--- src/rtl/float_less_stream.sv ---
// Two-stage, ready/valid IEEE-754 less-than comparator with equal and unordered flags.
// S1 classifies both operands and compares magnitudes; S2 resolves sign/zero/NaN rules.
module float_less_stream #(
    parameter int    BITS      = 16,
    parameter string PRECISION = "HALF",
    parameter int    TAG_BITS  = 4
) (
    input  logic                clk,
    input  logic                rst,
    input  logic                in_valid,
    output logic                in_ready,
    input  logic [BITS-1:0]     in_a,
    input  logic [BITS-1:0]     in_b,
    input  logic [TAG_BITS-1:0] in_tag,
    output logic                out_valid,
    input  logic                out_ready,
    output logic                out_less,
    output logic                out_equal,
    output logic                out_unordered,
    output logic [TAG_BITS-1:0] out_tag
);

    localparam int EXP_W  = (PRECISION == "DOUBLE") ? 11 :
                            ((PRECISION == "SINGLE") ? 8 : 5);
    localparam int MANT_W = BITS - 1 - EXP_W;

    generate
        if (!((PRECISION == "HALF"   && BITS == 16) ||
              (PRECISION == "SINGLE" && BITS == 32) ||
              (PRECISION == "DOUBLE" && BITS == 64))) begin : g_bad_format
            $error("float_less_stream: unsupported PRECISION/BITS combination");
        end
    endgenerate

    function automatic logic f_is_nan(input logic [BITS-1:0] x);
        return (&x[BITS-2:MANT_W]) && (|x[MANT_W-1:0]);
    endfunction

    function automatic logic f_is_zero(input logic [BITS-1:0] x);
        return ~|x[BITS-2:0];
    endfunction

    // Result encoding {less, equal, unordered}; all-zero means greater.
    function automatic logic [2:0] f_decide(input logic sa, input logic sb,
                                            input logic na, input logic nb,
                                            input logic za, input logic zb,
                                            input logic lt, input logic eq);
        logic [2:0] r;
        r = 3'b000;
        if (na || nb)
            r = 3'b001;
        else if (za && zb)
            r = 3'b010;
        else if (sa != sb)
            r = {sa, 2'b00};
        else if (!sa)
            r = {lt, eq, 1'b0};
        else
            r = {!lt && !eq, eq, 1'b0};
        return r;
    endfunction

    logic                vld_p1, vld_p2;
    logic                adv_p1, adv_p2;
    logic                sign_a_p1, sign_b_p1;
    logic                nan_a_p1, nan_b_p1;
    logic                zero_a_p1, zero_b_p1;
    logic                mag_lt_p1, mag_eq_p1;
    logic [TAG_BITS-1:0] tag_p1;
    logic                less_p2, equal_p2, unord_p2;
    logic [TAG_BITS-1:0] tag_p2;
    logic [2:0]          decide;

    assign adv_p2   = !vld_p2 || out_ready;
    assign adv_p1   = !vld_p1 || adv_p2;
    assign in_ready = adv_p1;

    always_ff @(posedge clk or posedge rst) begin
        if (rst) begin
            vld_p1 <= 1'b0;
            vld_p2 <= 1'b0;
        end else begin
            if (adv_p1) vld_p1 <= in_valid;
            if (adv_p2) vld_p2 <= vld_p1;
        end
    end

    // Stage S1: operand classification and magnitude compare
    always_ff @(posedge clk) begin
        if (adv_p1 && in_valid) begin
            sign_a_p1 <= in_a[BITS-1];
            sign_b_p1 <= in_b[BITS-1];
            nan_a_p1  <= f_is_nan(in_a);
            nan_b_p1  <= f_is_nan(in_b);
            zero_a_p1 <= f_is_zero(in_a);
            zero_b_p1 <= f_is_zero(in_b);
            mag_lt_p1 <= in_a[BITS-2:0] < in_b[BITS-2:0];
            mag_eq_p1 <= in_a[BITS-2:0] == in_b[BITS-2:0];
            tag_p1    <= in_tag;
        end
    end

    assign decide = f_decide(sign_a_p1, sign_b_p1, nan_a_p1, nan_b_p1,
                             zero_a_p1, zero_b_p1, mag_lt_p1, mag_eq_p1);

    // Stage S2: result register; cleared on reset so idle outputs read zero
    always_ff @(posedge clk or posedge rst) begin
        if (rst) begin
            less_p2  <= 1'b0;
            equal_p2 <= 1'b0;
            unord_p2 <= 1'b0;
            tag_p2   <= '0;
        end else if (adv_p2 && vld_p1) begin
            less_p2  <= decide[2];
            equal_p2 <= decide[1];
            unord_p2 <= decide[0];
            tag_p2   <= tag_p1;
        end
    end

    assign out_valid     = vld_p2;
    assign out_less      = less_p2;
    assign out_equal     = equal_p2;
    assign out_unordered = unord_p2;
    assign out_tag       = tag_p2;

endmodule

--- config.mk ---
export PLATFORM = sky130hd
export DESIGN_NAME = float_less_stream
export DESIGN_NICKNAME = d
export VERILOG_FILES = /design/src/rtl/float_less_stream.sv
export SDC_FILE = /design/constraint.sdc
export NUM_CORES = 1
export LEC_CHECK = 0
export ABC_AREA = 1
export CAP_MARGIN = 20
export CORE_UTILIZATION = 40
export CTS_CLUSTER_DIAMETER = 50
export DETAILED_ROUTE_END_ITERATION = 7
export PLACE_DENSITY = 0.75
export SLEW_MARGIN = 40
export SYNTH_ARGS = -nofsm -noshare
export SYNTH_HDL_FRONTEND = slang
export SYNTH_SLANG_ARGS = --single-unit
--- constraint.sdc ---
create_clock -name clk -period 1.4 [get_ports clk]
set_input_delay 0.28 -clock clk [delete_from_list [all_inputs] [get_ports clk]]
set_output_delay 0.28 -clock clk [all_outputs]
set_load 0.03 [all_outputs]
==> impl_table.tex, run 1 <==
\begin{tabular}{lr}
\hline
Metric & Value \\
\hline
\multicolumn{2}{l}{\textbf{Outcome}} \\
Run status & finished, violations left \\
Violated checks & negative setup slack \\
\multicolumn{2}{l}{\textbf{Placed design}} \\
Total of buffers placed on input and output ports & 48 \\
GP Congestion & 0.862 \\
Placed wire-length estimate after detailed placement & 2420 µm \\
Placement Cell Area & 0.00194 mm² \\
Worst slack at placement & -0.413 ns \\
\multicolumn{2}{l}{\textbf{Clock network}} \\
Clk pin slew, worst setup/hold paths & 0.12 ns \\
Number of buffers added by the clock tree synthesis step & 3 \\
CTS H-tree lvls & 1 \\
Clock Tree Root & sky130\_fd\_sc\_hd\_\_clkbuf\_4 \\
Buffers inserted during post-CTS setup optimization & 0 \\
TritonCTS clock tree & done \\
Number of buffers on the longest clock path & 2 \\
Worst skew pair latency & 0.30 ns \\
CTS sink cnt & 21 \\
\multicolumn{2}{l}{\textbf{Worst hold path}} \\
Type of the worst min-delay path & input port to asynchronous set/reset pin \\
\multicolumn{2}{l}{\textbf{Synth}} \\
Leading register cell type out of synthesis & sky130\_fd\_sc\_hd\_\_edfxtp\_1 \\
Post-synthesis cell type count & 22 \\
Post-synthesis instance total & 156 \\
Cell type contributing the most total cell area after synthesis & sky130\_fd\_sc\_hd\_\_edfxtp\_1 \\
Area share of the largest cell type after synthesis & 27.6\% \\
Yosys warns & 0 \\
Fraction of the yosys area taken by sequential cells & 44.9\% \\
Cell Area, Synth & 0.00130 mm² \\
Mean instance size in the synthesized netlist & 8.36 µm² \\
Number of nets in the synthesized netlist & 211 \\
Number of flops mapped to enable cells by yosys & 12 \\
Asr flop ratio synth & 42.9\% \\
Main area contributors after synthesis & sky130\_fd\_sc\_hd\_\_edfxtp\_1 (28\%), sky130\_fd\_sc\_hd\_\_dfrtp\_1 (17\%), sky130\_fd\_sc\_hd\_\_ha\_1 (14\%), sky130\_fd\_sc\_hd\_\_nand2\_1 (12\%), sky130\_fd\_sc\_hd\_\_inv\_1 (7.8\%) \\
Total of flip-flops plus latches after synthesis & 21 \\
\multicolumn{2}{l}{\textbf{Power}} \\
Cell Pwr Density & 827 mW/mm² \\
Power consumption & 1700 µW \\
Maximum vdd ir drop & 339 µV \\
Total leakage power & 0.00100 µW \\
\multicolumn{2}{l}{\textbf{Timing}} \\
Worst-case headroom to the max-slew limit & 77.3\% \\
Upper clock frequency limit & 705 MHz \\
Final setup violation count & 1 \\
Count of final hold-check violations & 0 \\
Slew Limit Fails & 0 \\
Share of the clock period used by the worst path after layout & 101\% \\
Pin slew with the least headroom to its limit & 0.340 ns \\
Worst clock skew on the final layout & 0.00484 ns \\
Setup ws final & -0.0184 ns \\
Final worst path period need & 1.42 ns \\
\multicolumn{2}{l}{\textbf{Routing}} \\
Total via count after detailed routing & 1,217 \\
Number of routed nets with antenna violations & 0 \\
Routed Wire Length & 2980 µm \\
First-iteration detailed-routing DRC count & 38 \\
Number of detailed-routing iterations run before antenna repair & 4 \\
Total DRC errors in the routed layout & 0 \\
Wire per inst & 11.3 µm \\
Detailed-route vias per instance & 4.61 \\
\multicolumn{2}{l}{\textbf{Finish}} \\
Share of post-route cells with drive strength above 1 & 20.0\% \\
Area growth, synth to finish & 57.7\% \\
Number of antenna diodes & 0 \\
Count of nets after finishing & 276 \\
Layout Cell Area excl Fill & 0.00206 mm² \\
\multicolumn{2}{l}{\textbf{Flow run}} \\
Number of max-cap violations & 0 \\
\multicolumn{2}{l}{\textbf{Global routing}} \\
Wire length of the first global-routing pass & 4860 µm \\
Overall Global Routing Usage & 18.3\% \\
Leftover overflow at the end of global routing & 0 \\
GR Layer Usage met2 & 33.3\% \\
Initial antenna violation count & 0 \\
Pin count of the biggest net entering global routing & 13 \\
Via count of the first global-routing pass & 1,210 \\
Routing usage on met1 & 21.2\% \\
Grt peak-use layer & met2 \\
GR Util met3 & 1.97\% \\
\multicolumn{2}{l}{\textbf{Floorplanning}} \\
Core outline area & 0.00308 mm² \\
Area enclosed by the die boundary & 0.00349 mm² \\
Count of boundary I/O pins & 49 \\
Starting Density & 42.4\% \\
Die width & 59.1 µm \\
Number of standard-cell rows in the floorplan & 20 \\
Die height & 59.1 µm \\
\multicolumn{2}{l}{\textbf{Setup path}} \\
Element type at the critical path start & input port \\
Reg2reg setup slack & 0.17 ns \\
Highest net fanout along the worst path & 2 \\
Arrival time at the worst endpoint & 1.49 ns \\
Required arrival time at the worst endpoint & 1.47 ns \\
Type of the setup path with the least slack & input port to flip-flop \\
Setup crit end kind & flip-flop \\
\hline
\end{tabular}
worst paths after layout:
path,start,end,depth (start not counted)
setup / recovery,in_b[6],mag_lt_p1$_DFFE_PP_,8
hold / removal,rst,out_tag[1]$_DFFE_PP0P_,2
setup reg to reg,out_valid$_DFFE_PP0P_,zero_b_p1$_DFFE_PP_,4
hold reg to reg,tag_p1[3]$_DFFE_PP_,out_tag[3]$_DFFE_PP0P_,2
max in group asynchronous,rst,out_unordered$_DFFE_PP0P_,2
min in group clk,tag_p1[3]$_DFFE_PP_,out_tag[3]$_DFFE_PP0P_,2
layer usage:
metal / up-vias / share of wire, %
li1: 630 / -
met1: 534 / 41
met2: 43 / 52
met3: 10 / 4.3
met4: 0 / 3.4
met5: - / 0
cells by family (layout without fill, tap and decap cells):
group                    after synthesis  after routing  synth area share (%)
AO/OA/AOI/OAI                         10             10                  4.22
buffers and inverters                 29             93                  8.73
XOR/XNOR                               1              1                 0.672
AND/OR/NAND/NOR                       80             80                  27.1
adder cells (fa/ha/maj)               15             15                  14.4
flip-flops                            21             21                  44.9
where the power goes:
part           switching (µW)  internal (µW)  total [µW]
registers                37.4            743         780
clock network             181            107         288
logic                     350            283         633
total                     568           1130        1700
synthesized netlist by cell type, types with 2 or more instances:
cell                       instances
sky130_fd_sc_hd__ha_1             15
sky130_fd_sc_hd__nand2_2           2
sky130_fd_sc_hd__nand3_1           7
sky130_fd_sc_hd__nand2_1          42
sky130_fd_sc_hd__a21oi_1           5
sky130_fd_sc_hd__nand4_1           3
sky130_fd_sc_hd__inv_1            27
sky130_fd_sc_hd__nor2_1           18
sky130_fd_sc_hd__nor3_2            2
sky130_fd_sc_hd__edfxtp_1         12
sky130_fd_sc_hd__nor3_1            3
sky130_fd_sc_hd__dfrtp_1           9
sky130_fd_sc_hd__o21ai_0           2
worst max-delay path, stage by stage:
cell and delay, ns:
sky130_fd_sc_hd__clkdlybuf4s50_1 0.45, sky130_fd_sc_hd__inv_1 0.08, sky130_fd_sc_hd__ha_4 0.28, sky130_fd_sc_hd__nand2_1 0.08, sky130_fd_sc_hd__nor2_2 0.13, sky130_fd_sc_hd__nand2_1 0.07
sky130_fd_sc_hd__nand2_1 0.06, sky130_fd_sc_hd__a21oi_1 0.05
per-stage QoR:
stage                     cells  setup TNS [ns]  util (%)  hold slack, ns
after floorplan             156               0         -           0.108
after global placement      261           -1.48      63.0           0.426
after global routing        264         -0.0709      66.8           0.242
after detailed placement    261           -1.81      63.0           0.425
after CTS                   264               0      64.4           0.225
final                       264         -0.0184      66.8           0.220
area by class of cell:
class                      instances  area, µm²
fill                             266       1020
multi-input combinational        106        709
sequential                        21        586
timing repair buffer              60        564
inverter                          29        114
tap                               44       55.1
clock buffer                       3       22.5
clock inverter                     1       5.00
repair_timing:
item,4_1_cts,5_1_grt
endpoints found under the setup margin,10,3
pin swaps,3,2
resized for setup,22,17
hold buffers,0,0
cloned,0,0
layout by cell type, fill, tap and decap left out, types with 2 or more instances in the layout:
master / n
sky130_fd_sc_hd__nand2_1: 42
sky130_fd_sc_hd__clkdlybuf4s50_1: 28
sky130_fd_sc_hd__inv_1: 19
sky130_fd_sc_hd__nor2_1: 16
sky130_fd_sc_hd__dlygate4sd2_1: 14
sky130_fd_sc_hd__edfxtp_1: 12
sky130_fd_sc_hd__buf_4: 12
sky130_fd_sc_hd__inv_2: 9
sky130_fd_sc_hd__dfrtp_1: 9
sky130_fd_sc_hd__ha_1: 8
sky130_fd_sc_hd__ha_4: 7
sky130_fd_sc_hd__nand3_1: 6
sky130_fd_sc_hd__dlymetal6s2s_1: 4
sky130_fd_sc_hd__nand4_1: 3
sky130_fd_sc_hd__nor3_1: 3
sky130_fd_sc_hd__a21oi_1: 3
sky130_fd_sc_hd__clkbuf_4: 3
sky130_fd_sc_hd__nand2_2: 2
sky130_fd_sc_hd__o21ai_0: 2
sky130_fd_sc_hd__nor3_2: 2
sky130_fd_sc_hd__a21oi_2: 2
sky130_fd_sc_hd__nor2_2: 2
No activity file was read; power rests on OpenSTA's default activity.
==> run 2: changes to the inputs <==
Settings changed: TNS_END_PERCENT from default to 20.
==> run 2 against run 1 <==
  * Critical path depth did not move
  * The flow now finishes without violations
  * Largest power group unchanged
  * Clock skew rose by 0.0016 ns
  * Non-clock buffer count rose by 1
  * Fmax rose by 1.9%
  * Final cell count rose by 0.38%
  * Flip-flop and latch count did not move
  * Critical path type unchanged
  * Via count fell by 2.0%
  * Die area did not move
  * Largest cell class unchanged
  * First-iteration DRC count fell by 39%
  * Clock power barely moved
==> impl_table.tex, run 2 (synthesized netlist as in run 1, its figures left out) <==
\begin{tabular}{lr}
\hline
Metric & Value \\
\hline
\multicolumn{2}{l}{\textbf{Outcome}} \\
Run status & completed \\
\multicolumn{2}{l}{\textbf{Setup path}} \\
Series of cell instances along the critical path & clkdlybuf4s50\_1 -> inv\_1 -> ha\_1 -> nand2\_1 -> nor2\_2 -> nand2\_1 -> nand2\_1 -> a21oi\_1 \\
Setup crit end kind & flip-flop \\
Reg2reg setup slack & 0.20 ns \\
Required arrival time at the worst endpoint & 1.47 ns \\
Highest-delay cell along the critical path & sky130\_fd\_sc\_hd\_\_clkdlybuf4s50\_1 \\
Total number of cells along the worst setup path & 8 \\
Crit path buf inv count & 2 \\
Most used cell, CP & sky130\_fd\_sc\_hd\_\_nand2\_1 \\
R2r endpoint & zero\_b\_p1\$\_DFFE\_PP\_ \\
R2R cell count & 4 \\
Startpoint of the worst register-to-register path & out\_valid\$\_DFFE\_PP0P\_ \\
Highest net fanout along the worst path & 2 \\
Start point of the critical path & in\_b[6] \\
Top Family by Delay on Critical Path & buffers and inverters \\
Largest stage delay on the critical path & 0.45 ns \\
Arrival time at the worst endpoint & 1.46 ns \\
Type of the setup path with the least slack & input port to flip-flop \\
Destination of the critical timing path & mag\_lt\_p1\$\_DFFE\_PP\_ \\
Element type at the critical path start & input port \\
\multicolumn{2}{l}{\textbf{Routing}} \\
Wire per inst & 10.7 µm \\
Routed Wire Length & 2830 µm \\
Total DRC errors in the routed layout & 0 \\
Number of routed nets with antenna violations & 0 \\
First-iteration detailed-routing DRC count & 23 \\
Total via count after detailed routing & 1,193 \\
Number of detailed-routing iterations run before antenna repair & 4 \\
Detailed-route vias per instance & 4.50 \\
\multicolumn{2}{l}{\textbf{Clock network}} \\
Worst skew pair latency & 0.30 ns \\
TritonCTS clock tree & done \\
Clk pin slew, worst setup/hold paths & 0.12 ns \\
Number of buffers on the longest clock path & 2 \\
Number of buffers added by the clock tree synthesis step & 3 \\
Hold bufs inserted after CTS & 0 \\
Clock Tree Root & sky130\_fd\_sc\_hd\_\_clkbuf\_4 \\
CTS H-tree lvls & 1 \\
CTS sink cnt & 21 \\
\multicolumn{2}{l}{\textbf{Timing}} \\
Final setup violation count & 0 \\
Slew Limit Fails & 0 \\
Share of the clock period used by the worst path after layout & 99.5\% \\
Final-layout worst hold slack & 0.223 ns \\
Worst-case headroom to the max-slew limit & 77.6\% \\
Upper clock frequency limit & 718 MHz \\
Final worst path period need & 1.39 ns \\
Worst clock skew on the final layout & 0.00647 ns \\
Count of final hold-check violations & 0 \\
RSZ-0062 raised after global routing & yes \\
Pin slew with the least headroom to its limit & 0.335 ns \\
\multicolumn{2}{l}{\textbf{Floorplanning}} \\
Starting Density & 42.4\% \\
Die height & 59.1 µm \\
Count of boundary I/O pins & 49 \\
Number of standard-cell rows in the floorplan & 20 \\
Die width & 59.1 µm \\
Area enclosed by the die boundary & 0.00349 mm² \\
Core outline area & 0.00308 mm² \\
\multicolumn{2}{l}{\textbf{Finish}} \\
Number of antenna diodes & 0 \\
Count of nets after finishing & 277 \\
Area growth, synth to finish & 57.1\% \\
Commonest non-fill, non-tap cells in the layout & sky130\_fd\_sc\_hd\_\_nand2\_1 (42), sky130\_fd\_sc\_hd\_\_clkdlybuf4s50\_1 (30), sky130\_fd\_sc\_hd\_\_inv\_1 (20), sky130\_fd\_sc\_hd\_\_nor2\_1 (16) \\
Share of post-route cells with drive strength above 1 & 18.1\% \\
Final standard cell utilization of the core & 66.5\% \\
Most common cell after layout, fill and taps aside & sky130\_fd\_sc\_hd\_\_nand2\_1 \\
\multicolumn{2}{l}{\textbf{Global routing}} \\
Initial antenna violation count & 0 \\
Leftover overflow at the end of global routing & 0 \\
Pin count of the biggest net entering global routing & 13 \\
Via count of the first global-routing pass & 1,230 \\
Wire length of the first global-routing pass & 4900 µm \\
Overall Global Routing Usage & 18.5\% \\
\multicolumn{2}{l}{\textbf{Flow run}} \\
Number of max-cap violations & 0 \\
\multicolumn{2}{l}{\textbf{Power}} \\
Maximum vdd ir drop & 334 µV \\
Total leakage power & 0.00105 µW \\
Cell Pwr Density & 829 mW/mm² \\
\multicolumn{2}{l}{\textbf{Worst hold path}} \\
Type of the worst min-delay path & input port to asynchronous set/reset pin \\
\multicolumn{2}{l}{\textbf{Placed design}} \\
Placed wire-length estimate after detailed placement & 2420 µm \\
Total of buffers placed on input and output ports & 48 \\
GP Congestion & 0.862 \\
\hline
\end{tabular}
run 2: cell types whose count changed in the layout (fill, tap and decap cells not counted), sizes merged:
| cell | before | now |
|---|---|---|
| dlygate4sd2 | 14 | 6 |
| clkdlybuf4s50 | 28 | 30 |
| dlymetal6s2s | 4 | 9 |
| clkdlybuf4s15 | 1 | 2 |
| buf | 13 | 14 |
run 2: metrics by stage:
| step | setup TNS (ns) | cell area [µm²] | total power [µW] | std cells | setup slack, ns |
|---|---|---|---|---|---|
| 2_1_floorplan | 0 | 1310 | 1120 | 156 | 0.0739 |
| 3_3_place_gp | -1.48 | 1940 | 1420 | 261 | -0.384 |
| 3_5_place_dp | -1.81 | 1940 | 1440 | 261 | -0.413 |
| 4_1_cts | -0.0727 | 1970 | 1690 | 265 | -0.0727 |
| 5_1_grt | -0.114 | 2050 | 1810 | 265 | -0.0587 |
| 6_report | 0 | 2050 | 1700 | 265 | 0.00767 |
run 2: power by group:
group / internal, µW / switching (µW)
combinational: 291 / 341
clock: 107 / 179
sequential: 743 / 38.8
run 2: how the worst min path moves through the flow:
stage	to	slack, ns	depth (start not counted)
finish	out_tag[1]$_DFFE_PP0P_	0.22	2
CTS	out_tag[1]$_DFFE_PP0P_	0.23	2
global route	out_tag[1]$_DFFE_PP0P_	0.24	2
detailed placement	out_tag[1]$_DFFE_PP0P_	0.42	2
floorplan	out_equal$_DFFE_PP0P_	0.11	1
global placement	out_tag[2]$_DFFE_PP0P_	0.43	2
run 2: per-layer routing:
metal	track usage, %	routed length (µm)	share of wire (%)
met1	21.2	1160	41
met2	34.1	1480	52
met3	1.53	128	4.5
met4	9.52	70	2.5
met5	0	0	0
run 2: cell type report:
class / count / area [µm²]
fillers: 262 / 1030
multi-input cells: 106 / 668
repair buffers: 61 / 598
flip-flops and latches: 21 / 586
inverters: 29 / 114
well taps: 44 / 55.1
clock buffers: 3 / 22.5
clock inverters: 1 / 5.00
run 2: what timing repair did:
item                                    CTS  global route
resized for setup                        11            24
pin swaps                                 2             5
endpoints found under the setup margin   10             5
setup buffers                             0             1
